**src/rtl/mem_arbiter_pkg.sv**
```systemverilog
// Shared types and widths for the unified-memory arbiter.
package mem_arb_pkg;
  localparam int ADDR_W = 32;
  localparam int DATA_W = 32;

  typedef enum logic [1:0] {IDLE, REQ, WAIT_RD} state_e;
  typedef enum logic {OWN_I, OWN_D} owner_e;
endpackage

```
**src/rtl/mem_arbiter_if.sv**
```systemverilog
// Fetch, data and memory-side signals of the arbiter; slave is the arbiter's view.
interface mem_arbiter_if;
  import mem_arb_pkg::*;

  logic              i_req;
  logic [ADDR_W-1:0] i_addr;
  logic              i_gnt;
  logic              i_rvalid;
  logic [DATA_W-1:0] i_rdata;

  logic              d_req;
  logic              d_we;
  logic [ADDR_W-1:0] d_addr;
  logic [DATA_W-1:0] d_wdata;
  logic              d_gnt;
  logic              d_rvalid;
  logic [DATA_W-1:0] d_rdata;

  logic              m_req;
  logic              m_we;
  logic [ADDR_W-1:0] m_addr;
  logic [DATA_W-1:0] m_wdata;
  logic              m_gnt;
  logic              m_rvalid;
  logic [DATA_W-1:0] m_rdata;

  modport slave (
    input  i_req, i_addr, d_req, d_we, d_addr, d_wdata, m_gnt, m_rvalid, m_rdata,
    output i_gnt, i_rvalid, i_rdata, d_gnt, d_rvalid, d_rdata,
    output m_req, m_we, m_addr, m_wdata
  );

  modport master (
    output i_req, i_addr, d_req, d_we, d_addr, d_wdata, m_gnt, m_rvalid, m_rdata,
    input  i_gnt, i_rvalid, i_rdata, d_gnt, d_rvalid, d_rdata,
    input  m_req, m_we, m_addr, m_wdata
  );
endinterface

```
**src/rtl/mem_arbiter.sv**
```systemverilog
// Shares one memory port between CPU fetch and load/store; data wins unless fetch is starved.
//   state   | meaning
//   IDLE    | nothing in flight, arbitrate and grant
//   REQ     | m_req high with latched fields until m_gnt
//   WAIT_RD | waiting for m_rvalid of a load/fetch
module mem_arbiter
  import mem_arb_pkg::*;
#(
  parameter int STARVE_LIMIT = 4
) (
  input logic         clk,
  input logic         rst,
  mem_arbiter_if.slave bus
);
  localparam int CNT_W = $clog2(STARVE_LIMIT + 1);
  localparam logic [CNT_W-1:0] LIMIT = CNT_W'(STARVE_LIMIT);

  state_e            state_q, state_d;
  owner_e            owner_q, owner_d;
  logic              we_q, we_d;
  logic [ADDR_W-1:0] addr_q, addr_d;
  logic [DATA_W-1:0] wdata_q, wdata_d;
  logic [CNT_W-1:0]  starve_q, starve_d;
  logic              pick_i, pick_d;
  logic              rd_done;

  // Outputs are forced low while rst is held, even if requests are asserted.
  always_comb begin
    pick_i = 1'b0;
    pick_d = 1'b0;
    if (state_q == IDLE && !rst) begin
      if (bus.i_req && starve_q == LIMIT) pick_i = 1'b1;
      else if (bus.d_req)                 pick_d = 1'b1;
      else if (bus.i_req)                 pick_i = 1'b1;
    end
  end

  always_comb begin
    state_d  = state_q;
    owner_d  = owner_q;
    we_d     = we_q;
    addr_d   = addr_q;
    wdata_d  = wdata_q;
    starve_d = starve_q;
    case (state_q)
      IDLE: begin
        if (pick_i) begin
          owner_d  = OWN_I;
          we_d     = 1'b0;
          addr_d   = bus.i_addr;
          wdata_d  = '0;
          starve_d = '0;
          state_d  = REQ;
        end else if (pick_d) begin
          owner_d = OWN_D;
          we_d    = bus.d_we;
          addr_d  = bus.d_addr;
          wdata_d = bus.d_wdata;
          if (bus.i_req && starve_q != LIMIT) starve_d = starve_q + CNT_W'(1);
          state_d = REQ;
        end
      end
      REQ: begin
        if (bus.m_gnt) state_d = we_q ? IDLE : WAIT_RD;
      end
      WAIT_RD: begin
        if (bus.m_rvalid) state_d = IDLE;
      end
      default: state_d = IDLE;
    endcase
  end

  always_ff @(posedge clk or posedge rst) begin
    if (rst) begin
      state_q  <= IDLE;
      owner_q  <= OWN_I;
      we_q     <= 1'b0;
      addr_q   <= '0;
      wdata_q  <= '0;
      starve_q <= '0;
    end else begin
      state_q  <= state_d;
      owner_q  <= owner_d;
      we_q     <= we_d;
      addr_q   <= addr_d;
      wdata_q  <= wdata_d;
      starve_q <= starve_d;
    end
  end

  assign rd_done = (state_q == WAIT_RD) && bus.m_rvalid && !rst;

  assign bus.i_gnt    = pick_i;
  assign bus.d_gnt    = pick_d;
  assign bus.i_rvalid = rd_done && (owner_q == OWN_I);
  assign bus.d_rvalid = rd_done && (owner_q == OWN_D);
  assign bus.i_rdata  = bus.i_rvalid ? bus.m_rdata : '0;
  assign bus.d_rdata  = bus.d_rvalid ? bus.m_rdata : '0;

  assign bus.m_req   = (state_q == REQ);
  assign bus.m_we    = bus.m_req && we_q;
  assign bus.m_addr  = bus.m_req ? addr_q : '0;
  assign bus.m_wdata = bus.m_req ? wdata_q : '0;
endmodule

```
**src/flat_wrapper.sv**
```systemverilog
// flat-port wrapper written by rule: the top's interface ports become plain ports
module mem_arbiter_flat import mem_arb_pkg::*;
#(
  parameter int STARVE_LIMIT = 4
)
  (clk, rst, bus_i_req, bus_i_addr, bus_d_req, bus_d_we, bus_d_addr, bus_d_wdata, bus_m_gnt, bus_m_rvalid, bus_m_rdata, bus_i_gnt, bus_i_rvalid, bus_i_rdata, bus_d_gnt, bus_d_rvalid, bus_d_rdata, bus_m_req, bus_m_we, bus_m_addr, bus_m_wdata);
  mem_arbiter_if bus_i ();
  input logic clk;
  input logic rst;
  input wire logic [$bits(bus_i.i_req)-1:0] bus_i_req;
  input wire logic [$bits(bus_i.i_addr)-1:0] bus_i_addr;
  input wire logic [$bits(bus_i.d_req)-1:0] bus_d_req;
  input wire logic [$bits(bus_i.d_we)-1:0] bus_d_we;
  input wire logic [$bits(bus_i.d_addr)-1:0] bus_d_addr;
  input wire logic [$bits(bus_i.d_wdata)-1:0] bus_d_wdata;
  input wire logic [$bits(bus_i.m_gnt)-1:0] bus_m_gnt;
  input wire logic [$bits(bus_i.m_rvalid)-1:0] bus_m_rvalid;
  input wire logic [$bits(bus_i.m_rdata)-1:0] bus_m_rdata;
  output wire logic [$bits(bus_i.i_gnt)-1:0] bus_i_gnt;
  output wire logic [$bits(bus_i.i_rvalid)-1:0] bus_i_rvalid;
  output wire logic [$bits(bus_i.i_rdata)-1:0] bus_i_rdata;
  output wire logic [$bits(bus_i.d_gnt)-1:0] bus_d_gnt;
  output wire logic [$bits(bus_i.d_rvalid)-1:0] bus_d_rvalid;
  output wire logic [$bits(bus_i.d_rdata)-1:0] bus_d_rdata;
  output wire logic [$bits(bus_i.m_req)-1:0] bus_m_req;
  output wire logic [$bits(bus_i.m_we)-1:0] bus_m_we;
  output wire logic [$bits(bus_i.m_addr)-1:0] bus_m_addr;
  output wire logic [$bits(bus_i.m_wdata)-1:0] bus_m_wdata;
  assign bus_i.i_req = bus_i_req;
  assign bus_i.i_addr = bus_i_addr;
  assign bus_i.d_req = bus_d_req;
  assign bus_i.d_we = bus_d_we;
  assign bus_i.d_addr = bus_d_addr;
  assign bus_i.d_wdata = bus_d_wdata;
  assign bus_i.m_gnt = bus_m_gnt;
  assign bus_i.m_rvalid = bus_m_rvalid;
  assign bus_i.m_rdata = bus_m_rdata;
  assign bus_i_gnt = bus_i.i_gnt;
  assign bus_i_rvalid = bus_i.i_rvalid;
  assign bus_i_rdata = bus_i.i_rdata;
  assign bus_d_gnt = bus_i.d_gnt;
  assign bus_d_rvalid = bus_i.d_rvalid;
  assign bus_d_rdata = bus_i.d_rdata;
  assign bus_m_req = bus_i.m_req;
  assign bus_m_we = bus_i.m_we;
  assign bus_m_addr = bus_i.m_addr;
  assign bus_m_wdata = bus_i.m_wdata;
  mem_arbiter #(.STARVE_LIMIT(STARVE_LIMIT)) u_core (.clk(clk), .rst(rst), .bus(bus_i));
endmodule
```
**config.mk**
```make
export PLATFORM = sky130hd
export DESIGN_NAME = mem_arbiter_flat
export DESIGN_NICKNAME = d
export VERILOG_FILES = /design/src/rtl/mem_arbiter_pkg.sv /design/src/rtl/mem_arbiter_if.sv /design/src/rtl/mem_arbiter.sv /design/src/flat_wrapper.sv
export SDC_FILE = /design/constraint.sdc
export NUM_CORES = 1
export LEC_CHECK = 0
export CORE_AREA = 2 2 96 117
export DETAILED_ROUTE_END_ITERATION = 7
export DIE_AREA = 0 0 98 119
export PLACE_DENSITY = 0.84
export SLEW_MARGIN = 25
export SYNTH_ARGS = -nofsm -noshare
export SYNTH_HDL_FRONTEND = slang
export SYNTH_SLANG_ARGS = --single-unit
```
**constraint.sdc**
```tcl
create_clock -name clk -period 3.45 [get_ports clk]
set_clock_uncertainty 0.05 [all_clocks]
set_input_delay 0.69 -clock clk [delete_from_list [all_inputs] [get_ports clk]]
set_output_delay 0.69 -clock clk [all_outputs]
set_load 0.005 [all_outputs]
```
==> flow_summary.yaml, run 1 <==
power:
  total_leakage_power_nw: 2.843
  power_frac_comb_pct: 46.2
  p_clk_share_pct: 20.4
  power.ir.vdd_worst_mv: 0.3289
  power_switching_mw: 1.429
  power_density_nw_per_um2: 618.1
  share_seq_of_total_power_pct: 33.4
  fraction_of_power_spent_switching_nets_pct: 32.43
  intPower_mw: 2.977
critical_path:
  crit_type: "primary input to output port"
  critPathArrivalTime_ns: 2.56
  setup.worst_path.end_class: "output port"
  cp.buffers_inverters: 4
  crit-reg2reg-launch: "u_core.state_q[0]$_DFFE_PP0P_"
  cpPeakStageDelay_ns: 0.53
  worst_path_dominant_cell_family: "buffers and inverters"
  worst_setup_path_start_kind: "primary input"
  critical_path.max_fanout: 33
  reg2reg_setup_slack_ns: 1.32
  crit_slowest_cell: "sky130_fd_sc_hd__clkdlybuf4s50_1"
  critical_path_required_ns: 2.71
  r2r_end: "u_core.addr_q[2]$_DFFE_PP0P_"
  timing.reg2reg.worst_path_depth: 5
  worst_path_most_repeated_cell: "sky130_fd_sc_hd__clkdlybuf4s50_1"
  worst_path_cell_trace: "clkdlybuf4s50_1 > buf_4 > nor4_4 > buf_12 > and2_1 > clkdlybuf4s50_1"
clock_tree:
  clk_pin_slew_ns: 0.05
  postCtsSetupRepairBufs: 0
  cts_inserted_buffers: 9
  cts_repair_resize_count: 0
  clk_root_buffer_cell: "sky130_fd_sc_hd__clkbuf_16"
  worstSkewPairLatency_ns: 0.32
  clock_sinks: 71
  cts_buffer_depth: 2
  clock_tree_from_tritoncts: "yes"
  cts.htree.levels: 3
  hold_buffer_count_at_cts: 0
sta:
  least_margin_pin_slew_ns: 0.5266
  fin_setup_tns_ns: 0
  finalSetupViolCount: 0
  max-slew-margin-rel_pct: 64.84
  finalWorstPathRequiredPeriod_ns: 3.296
  timing_hold_violations_final: 0
  holdWs_ns: 0.4405
  setup_repair_after_global_routing_missed_its_margin: "no"
  period_utilisation_layout_pct: 95.55
  final_max_slew_viol_count: 0
  max_freq_ghz: 0.3034
floorplan:
  core.rowCount: 42
  start_util_pct: 37.70
  die_w_um: 98
  die-area_um2: 11660
  io_pins: 269
  standard_cell_core_area_um2: 10670
  die_height_um: 119
routing:
  detail_route.iter0.violations: 221
  route.detailed.drc: 0
  average_wire_length_per_cell_after_detail_routing_um: 17.47
  ant_nets: 0
  num_vias: 4399
  routed_wl_um: 14410
  first_pass_detailed_route_iteration_total: 4
  vias_per_cell: 5.332
placed_design:
  dpl_cell_area_um2: 6835
  place.detailed.instances: 809
  port_buffers: 268
  routabilityCongestion: 0.8430
  detailedPlacementHpwl_um: 10550
synth:
  synth_seq_cells: 71
  netlist_instances: 440
  synth_area_per_cell_um2: 9.139
  synth_top_cell_by_area: "sky130_fd_sc_hd__dfrtp_1"
  synth_flop_cell: "sky130_fd_sc_hd__dfrtp_1"
  synth.top_cells.by_count: "sky130_fd_sc_hd__and2_1 (130), sky130_fd_sc_hd__dfrtp_1 (71), sky130_fd_sc_hd__a22o_1 (35), sky130_fd_sc_hd__o21ai_1 (35), sky130_fd_sc_hd__nand3_1 (34)"
  yosysMostFrequentCell: "sky130_fd_sc_hd__and2_1"
  yosysUniqueCellTypes: 30
  post_synth_main_area_contributors: "sky130_fd_sc_hd__dfrtp_1 (44%), sky130_fd_sc_hd__and2_1 (20%), sky130_fd_sc_hd__a22o_1 (7.6%)"
  ys_seq_area_share_pct: 44.18
  synth_warnings: 0
  synth_top_area_share_pct: 44.18
  synth_enable_flop_cells: 0
  synth_area_um2: 4021
  synth.net_count: 577
  asyncSetResetFlopFracSynth_pct: 100.0
hold_path:
  whs_path_depth: 1
  timing.hold.worst.start: "u_core.wdata_q[29]$_DFFE_PP0P_"
  worstHoldPathType: "flop to flop"
  min_delay_worst_endpoint: "u_core.wdata_q[29]$_DFFE_PP0P_"
cells_and_area:
  finish.instance_area_um2: 7128
  post_route_cells_drive_above_1_share_pct: 5.051
  layout.cells.non_filler: 825
  antenna_cells_inserted: 0
  nNetsFinal: 825
  area_growth_syn_to_layout_pct: 77.26
global_route:
  grt-ovfl-total: 0
  track_usage_pct: 23.78
  grt_pass1_wl_um: 22370
  grt_start_max_net_pins: 37
  grt_antenna_before_repair: 0
  first_global_vias: 4479
run:
  max_cap_viols: 0
outcome:
  run_status: "completed"
state kept, by name (all words and copies together), names as in the netlist:
name and count:
u_core.owner_q 1, u_core.state_q 2, u_core.wdata_q 32, u_core.addr_q 32, u_core.we_q 1, u_core.starve_q 3
layout by cell type, fill, tap and decap left out, drive strengths merged:
cell           netlist  layout
buf                 14      15
a21bo                1       1
a31oi               32      32
or2                  1       1
nor4b                2       2
or4b                 1       1
clkinvlp             0       1
clkbuf              32      13
a21boi               1       1
o32ai                1       1
nand3               34      34
a21oi               32      32
dfrtp               71      71
nor4                 1       1
nor2                 2       2
a22o                35      35
and3                 1       1
bufinv               0       1
nand2b               2       2
a21o                 1       1
o21ai               35      35
nand2                2       2
clkinv               0       1
and2               130     130
clkdlybuf4s50        0     268
nor3                 1       1
nor2b                1       1
inv                  5       5
ha                   2       2
power groups by stage:
stage,Sequential (mW),Clock (mW),Combinational [mW]
finish,1.47,0.899,2.04
global route,1.51,0.961,2.21
CTS,1.46,0.918,2.06
detailed placement,1.47,0,2.04
global placement,1.44,0,2.00
floorplan,1.38,0,1.03
layout make-up:
| cell class | instances | area, um^2 |
|---|---|---|
| clock inverters | 3 | 42.54 |
| well taps | 132 | 165.2 |
| repair buffers | 283 | 2845 |
| inverters | 5 | 18.77 |
| flip-flops and latches | 71 | 1777 |
| clock buffers | 13 | 250.2 |
| multi-input cells | 318 | 2029 |
| fillers | 827 | 3540 |
logic make-up after synthesis:
| group | after synthesis | synth area share, % |
|---|---|---|
| and+or+nand+nor | 178 | 27.38 |
| AOI/OAI and AO/OA | 138 | 21.78 |
| DFF | 71 | 44.18 |
| buffers and inverters | 51 | 6.036 |
| adders and majority gates | 2 | 0.6222 |
layer usage:
| metal | vias up | part of all wire (%) | global-route usage (%) |
|---|---|---|---|
| met5 | - | 0 | 0 |
| met4 | 0 | 2.9 | 10.59 |
| met3 | 33 | 7.5 | 5.516 |
| met2 | 228 | 51 | 41.35 |
| met1 | 2088 | 38 | 27.74 |
| li1 | 2050 | - | - |
worst max path at each step:
stage	from	endpoint	slack (ns)	cells after the start
after floorplan	rst	u_core.addr_q[0]$_DFFE_PP0P_	0.91	1
after CTS	rst	bus_i_rdata[18]	0.14	6
after detailed placement	rst	bus_i_rdata[18]	0.15	6
final	rst	bus_i_rdata[18]	0.15	6
after global routing	rst	bus_i_rdata[18]	0.08	6
after global placement	bus_m_rvalid	bus_d_rdata[12]	0.18	6
per-stage QoR:
| stage | power (mW) | setup slack (ns) | utilization [%] |
|---|---|---|---|
| 2_1_floorplan | 2.411 | 0.9134 | - |
| 4_1_cts | 4.434 | 0.1443 | 66.82 |
| 5_1_grt | 4.679 | 0.08363 | 66.82 |
| 3_3_place_gp | 3.437 | 0.1827 | 64.07 |
| 3_5_place_dp | 3.507 | 0.1470 | 64.07 |
| 6_report | 4.406 | 0.1537 | 66.82 |
No activity file was read; power rests on OpenSTA's default activity.
==> run 2: changes to the inputs <==
Settings changed: ABC_CLOCK_PERIOD_IN_PS from default to 3450.
==> results of run 2 <==
The final DEF is identical to that of run 1; final timing and power are the same.
